===== src/rtl/tank_controller.sv =====
// tank_controller: once per frame, moves the player tank and sets its facing and tread animation.
// Optional build macro TANK_TURN_SNAP_EN: on a turn, snap the cross axis to the 8-pixel field grid.
module tank_controller #(
  parameter int unsigned FIELD_X0    = 60,
  parameter int unsigned FIELD_Y0    = 30,
  parameter int unsigned FIELD_W     = 512,
  parameter int unsigned FIELD_H     = 448,
  parameter int unsigned TANK_SIZE   = 32,
  parameter int unsigned STEP        = 1,
  parameter int unsigned START_X     = 220,
  parameter int unsigned START_Y     = 446,
  parameter int unsigned ANIM_FRAMES = 4
) (
  input  logic       Clk,
  input  logic       Reset,
  input  logic       frame_clk,
  input  logic [7:0] keycode,
  output logic [9:0] TankX,
  output logic [9:0] TankY,
  output logic [9:0] TankS_X,
  output logic [9:0] TankS_Y,
  output logic [2:0] Direction,
  output logic       Moving,
  output logic [1:0] Anim_Frame
);

  localparam int unsigned CW = (ANIM_FRAMES > 1) ? $clog2(ANIM_FRAMES) : 1;
  localparam logic signed [10:0] X_MIN  = 11'(FIELD_X0);
  localparam logic signed [10:0] X_MAX  = 11'(FIELD_X0 + FIELD_W - TANK_SIZE);
  localparam logic signed [10:0] Y_MIN  = 11'(FIELD_Y0);
  localparam logic signed [10:0] Y_MAX  = 11'(FIELD_Y0 + FIELD_H - TANK_SIZE);
  localparam logic signed [10:0] STEP_S = 11'(STEP);
  localparam logic [CW-1:0]      CNT_LAST = CW'(ANIM_FRAMES - 1);

  typedef enum logic [1:0] {IDLE, TURN, MOVE, BLOCKED} state_t;

  function automatic logic signed [10:0] clamp(input logic signed [10:0] v,
                                               input logic signed [10:0] lo,
                                               input logic signed [10:0] hi);
    if (v < lo) return lo;
    if (v > hi) return hi;
    return v;
  endfunction

`ifdef TANK_TURN_SNAP_EN
  // Round to the nearest 8-pixel grid line measured from the field origin.
  function automatic logic signed [10:0] snap(input logic signed [10:0] v,
                                              input logic signed [10:0] org,
                                              input logic signed [10:0] hi);
    logic signed [10:0] off;
    off = v - org;
    return clamp(org + (((off + 11'sd4) >>> 3) <<< 3), org, hi);
  endfunction
`endif

  state_t             state;
  logic               sync1, sync2, prev, tick;
  logic [CW-1:0]      anim_cnt;
  logic               req_valid;
  logic [1:0]         req_dir;
  logic signed [10:0] x_cur, y_cur, x_mv, y_mv, x_turn, y_turn;
  logic               blocked;

  assign tick    = sync2 & ~prev;
  assign TankS_X = 10'(TANK_SIZE);
  assign TankS_Y = 10'(TANK_SIZE);
  assign Moving  = (state == MOVE);

  // Key decode plus candidate positions for a move and for a turn.
  always_comb begin
    req_valid = 1'b1;
    req_dir   = 2'd0;
    case (keycode)
      8'h1A:   req_dir = 2'd0;
      8'h07:   req_dir = 2'd1;
      8'h16:   req_dir = 2'd2;
      8'h04:   req_dir = 2'd3;
      default: req_valid = 1'b0;
    endcase

    x_cur = $signed({1'b0, TankX});
    y_cur = $signed({1'b0, TankY});
    x_mv  = x_cur;
    y_mv  = y_cur;
    case (Direction)
      3'd0:    y_mv = clamp(y_cur - STEP_S, Y_MIN, Y_MAX);
      3'd1:    x_mv = clamp(x_cur + STEP_S, X_MIN, X_MAX);
      3'd2:    y_mv = clamp(y_cur + STEP_S, Y_MIN, Y_MAX);
      3'd3:    x_mv = clamp(x_cur - STEP_S, X_MIN, X_MAX);
      default: ;
    endcase
    blocked = (x_mv == x_cur) && (y_mv == y_cur);

    x_turn = x_cur;
    y_turn = y_cur;
`ifdef TANK_TURN_SNAP_EN
    if (req_dir[0]) y_turn = snap(y_cur, Y_MIN, Y_MAX);
    else            x_turn = snap(x_cur, X_MIN, X_MAX);
`endif
  end

  // Frame-edge synchroniser, motion FSM and tread animation.
  always_ff @(posedge Clk) begin
    if (Reset) begin
      sync1      <= 1'b1;
      sync2      <= 1'b1;
      prev       <= 1'b1;
      TankX      <= 10'(START_X);
      TankY      <= 10'(START_Y);
      Direction  <= 3'd0;
      state      <= IDLE;
      anim_cnt   <= '0;
      Anim_Frame <= 2'd0;
    end else begin
      sync1 <= frame_clk;
      sync2 <= sync1;
      prev  <= sync2;
      if (tick) begin
        if (!req_valid) begin
          state <= IDLE;
        end else if ({1'b0, req_dir} != Direction) begin
          state     <= TURN;
          Direction <= {1'b0, req_dir};
          TankX     <= 10'(x_turn);
          TankY     <= 10'(y_turn);
        end else if (blocked) begin
          state <= BLOCKED;
        end else begin
          state <= MOVE;
          TankX <= 10'(x_mv);
          TankY <= 10'(y_mv);
          if (anim_cnt == CNT_LAST) begin
            anim_cnt   <= '0;
            Anim_Frame <= Anim_Frame + 2'd1;
          end else begin
            anim_cnt <= anim_cnt + CW'(1);
          end
        end
      end
    end
  end

endmodule

===== config.mk =====
export PLATFORM = sky130hd
export DESIGN_NAME = tank_controller
export DESIGN_NICKNAME = d
export VERILOG_FILES = /design/src/rtl/tank_controller.sv
export SDC_FILE = /design/constraint.sdc
export NUM_CORES = 1
export LEC_CHECK = 0
export BUFFER_PORTS_ARGS = -buffer_cell sky130_fd_sc_hd__buf_4
export CORE_UTILIZATION = 59
export CTS_BUF_LIST = sky130_fd_sc_hd__clkbuf_8 sky130_fd_sc_hd__clkbuf_16
export DETAILED_ROUTE_END_ITERATION = 8
export PLACE_DENSITY = 0.81
export RECOVER_POWER = 25
export SKIP_LAST_GASP = 1
export SLEW_MARGIN = 25
export SYNTH_ARGS = -nofsm -noshare
export SYNTH_HDL_FRONTEND = slang
export SYNTH_SLANG_ARGS = --single-unit

===== constraint.sdc =====
create_clock -name Clk -period 6.3 [get_ports Clk]
set_input_delay 0.945 -clock Clk [delete_from_list [all_inputs] [get_ports Clk]]
set_output_delay 0.945 -clock Clk [all_outputs]
set_load 0.02 [all_outputs]

==> flow_summary.yaml <==
outcome:
  outcome: "finished, final reports clean"
clock_network:
  cts.repair.resized: 0
  clockBufferDepth: 2
  cts_root_buf: "clkbuf_8"
  cts_sinks: 31
  tritoncts: "yes"
  post_cts_buffers: 0
  clock_latency_ns: 0.28
  holdBufCountCts: 0
  path_clk_slew_ns: 0.06
  cts-buffers-inserted: 5
  htreeDepth: 2
grt:
  grt_overflow: 0
  grt_pass1_wl_um: 20300
  grt_max_degree: 30
  antenna_found_initial: 0
  grt_pass1_vias: 4126
  grt_use_total_pct: 35.2
min_path:
  min_from: "sync1"
  hold_path_class: "flip-flop to flip-flop"
  hold_depth: 1
  min_to: "sync2"
pwr:
  p_int_uw: 294
  p_switching_uw: 96.9
  pwr-share-comb_pct: 9.7
  finalPower_uw: 391
  p_seq_share_pct: 51.5
  p_leak_uw: 0.00148
  cellPowerDensity_mw_per_mm2: 94.0
  irDropWorstVdd_v: 0.000177
  clock_power_share_pct: 38.8
  p_sw_share_pct: 24.8
route:
  drtPass1Iterations: 7
  via_per_inst: 7.21
  drc: 0
  wl_um: 12800
  drtIter0Drc: 644
  num_vias: 4727
  ant_nets: 0
  routedWlPerCell_um: 19.5
worst_setup_path:
  regToRegEndpoint: "TankY[4]"
  critPathLaunchType: "flip-flop"
  crit_arrival_ns: 5.57
  rr_worst_depth: 13
  r2r_start: "TankX[1]"
  worstSetupPathType: "flip-flop to flip-flop"
  cp-end-kind: "flip-flop"
  worstPathMaxFanout: 16
  r2r_slack_ns: 0.90
  required_ns: 6.47
placement:
  place.gp.congestion: 1.02
  io_buffer_count: 35
  dpl_cell_area_mm2: 0.00412
  hpwlAfterDp_um: 9200
timing:
  hold_viol: 0
  max_freq_ghz: 0.185
  rsz0062_at_grt: "no"
  setup_viol: 0
  slew_headroom_pct: 22.1
  worst_slew_pin_slew_ns: 1.17
  tns_ns: 0
  finalClockSkew_ns: 0.00874
  fin_crit_ns: 5.40
  whs_ns: 0.426
  drv_slew: 0
  layout_worst_path_cycle_share_pct: 85.7
floorplan:
  ios: 57
  initial_core_util_pct: 62.5
  fp.dieArea_mm2: 0.00717
  rows: 29
  die_height_um: 84.7
  die_width_um: 84.7
  core_area_mm2: 0.00646
synthesis:
  synth_seq_cells: 31
  synth-seq-area-share_pct: 15.4
  synthDistinctLibCells: 75
  async_flop_share_pct: 0
  avgSynthCellArea_um2: 6.86
  netlist_area_mm2: 0.00403
  synth-edff-count: 0
  synth_flop_cell: "dfxtp_1"
  yosys_warnings: 0
  syn_inst: 588
final_layout:
  diodes: 0
  finish.instance_area_mm2: 0.00416
  nFillCells: 602
  synthToLayoutAreaGrowth_pct: 3.13
  nNetsFinal: 595
  post-route-util_pct: 64.4
  layout-drive-gt1-share_pct: 9.84
job:
  drv_cap: 0
## placed cells by master (no fill, tap or decap), drive strengths merged, types with 10 or more instances in the layout
master / netlist / layout
a21oi: 32 / 32
a31oi: 10 / 10
buf: 34 / 27
clkbuf: 40 / 18
conb: 2 / 21
dfxtp: 31 / 31
inv: 16 / 16
mux2i: 13 / 13
nand2: 63 / 63
nand3: 22 / 22
nand4: 11 / 11
nor2: 53 / 53
nor3: 20 / 20
nor4: 12 / 12
o21ai: 22 / 22
or3: 18 / 18
xnor2: 13 / 13
## cells by family after synthesis
group	count (synthesis)	synth area share (%)
DFF	31	15.4
xor gates and xnor gates	17	3.69
muxes	18	4.62
buffers and inverters	90	10.8
adders and majority gates	5	1.55
AOI/OAI and AO/OA	166	30.1
other	2	0.186
and+or+nand+nor	259	33.7
## sequential cells by signal, indices dropped and copies added, names as in the netlist
signal      count
Direction       2
state           2
Anim_Frame      2
anim_cnt        2
sync1           1
prev            1
TankY          10
TankX          10
sync2           1
## cell usage after synthesis, drive strengths merged (4+ instances only)
master / count / area [um2]
nand4: 11 / 68.8
o31ai: 6 / 58.8
mux2i: 13 / 130
ha: 5 / 62.6
nand2: 63 / 236
a31oi: 10 / 62.6
and4: 7 / 61.3
xor2: 4 / 35.0
inv: 16 / 60.1
nand3: 22 / 110
or3: 18 / 113
xnor2: 13 / 114
o41ai: 4 / 35.0
clkbuf: 40 / 150
dfxtp: 31 / 621
a21oi: 32 / 160
a22oi: 4 / 30.0
nor2b: 4 / 25.0
o32ai: 6 / 52.6
o31a: 8 / 70.1
o21ai: 22 / 110
a21boi: 7 / 52.6
nor2: 53 / 199
nand2b: 5 / 31.3
nor3: 20 / 100
o211ai: 5 / 37.5
nor4: 12 / 81.3
and2: 5 / 31.3
a211oi: 7 / 52.6
a32oi: 5 / 43.8
buf: 34 / 226
mux2: 5 / 56.3
a31o: 5 / 43.8
or4: 9 / 75.1
a2111oi: 7 / 61.3
nor3b: 4 / 30.0
and3: 8 / 50.1
or2: 7 / 43.8
a211o: 6 / 52.6
## power by group through the flow
stage               clock network [uW]  registers (uW)  logic [uW]
finish                             152             201        38.0
global route                       162             202        41.7
CTS                                156             201        37.5
detailed placement                   0             205        37.4
global placement                     0             205        37.2
floorplan                            0             203        39.6
## layer usage
| layer | up-vias | track usage (%) | routed length [um] |
|---|---|---|---|
| met2 | 372 | 53.0 | 5470 |
| li1 | 2154 | - | - |
| met5 | - | 0 | 0 |
| met4 | 0 | 11.6 | 352 |
| met3 | 45 | 6.39 | 1740 |
| met1 | 2156 | 50.6 | 5230 |
## metrics by stage
step	cells	setup WS [ns]
4_1_cts	656	1.15
3_3_place_gp	649	1.20
5_1_grt	656	0.541
3_5_place_dp	649	1.15
2_1_floorplan	607	1.78
6_report	656	0.904
## worst max path at each step
| stage | start | cells past startpoint | slack, ns | endpoint |
|---|---|---|---|---|
| floorplan | TankX[0] | 15 | 1.78 | TankX[6] |
| global placement | TankX[1] | 13 | 1.20 | TankY[4] |
| detailed placement | TankX[1] | 13 | 1.15 | TankY[4] |
| CTS | TankX[0] | 13 | 1.15 | TankY[4] |
| global route | TankX[0] | 13 | 0.54 | TankY[4] |
| finish | TankX[1] | 13 | 0.90 | TankY[4] |
## area by class of cell
class                      instances  area (um2)  area share (%)
clock buffer                       6        82.6            1.98
tap                               77        96.3            2.32
inverter                          16        60.1            1.44
clock inverter                     1        5.00           0.120
sequential                        31         621            14.9
timing repair buffer              39         248            5.95
multi-input combinational        486        3050            73.3
## critical path: stages (launching register included)
cell and delay (ns):
dfxtp_1 0.47, inv_1 0.17, ha_1 0.53, nor4b_1 0.57
and4b_1 0.26, or3_1 0.12, a31oi_1 0.20, nor3_1 0.58
a2111oi_0 0.36, a31o_2 0.29, or4_1 0.58, o31ai_4 0.50
nor2_1 0.27, a211o_1 0.38
Power figures use the tool's default switching activity.
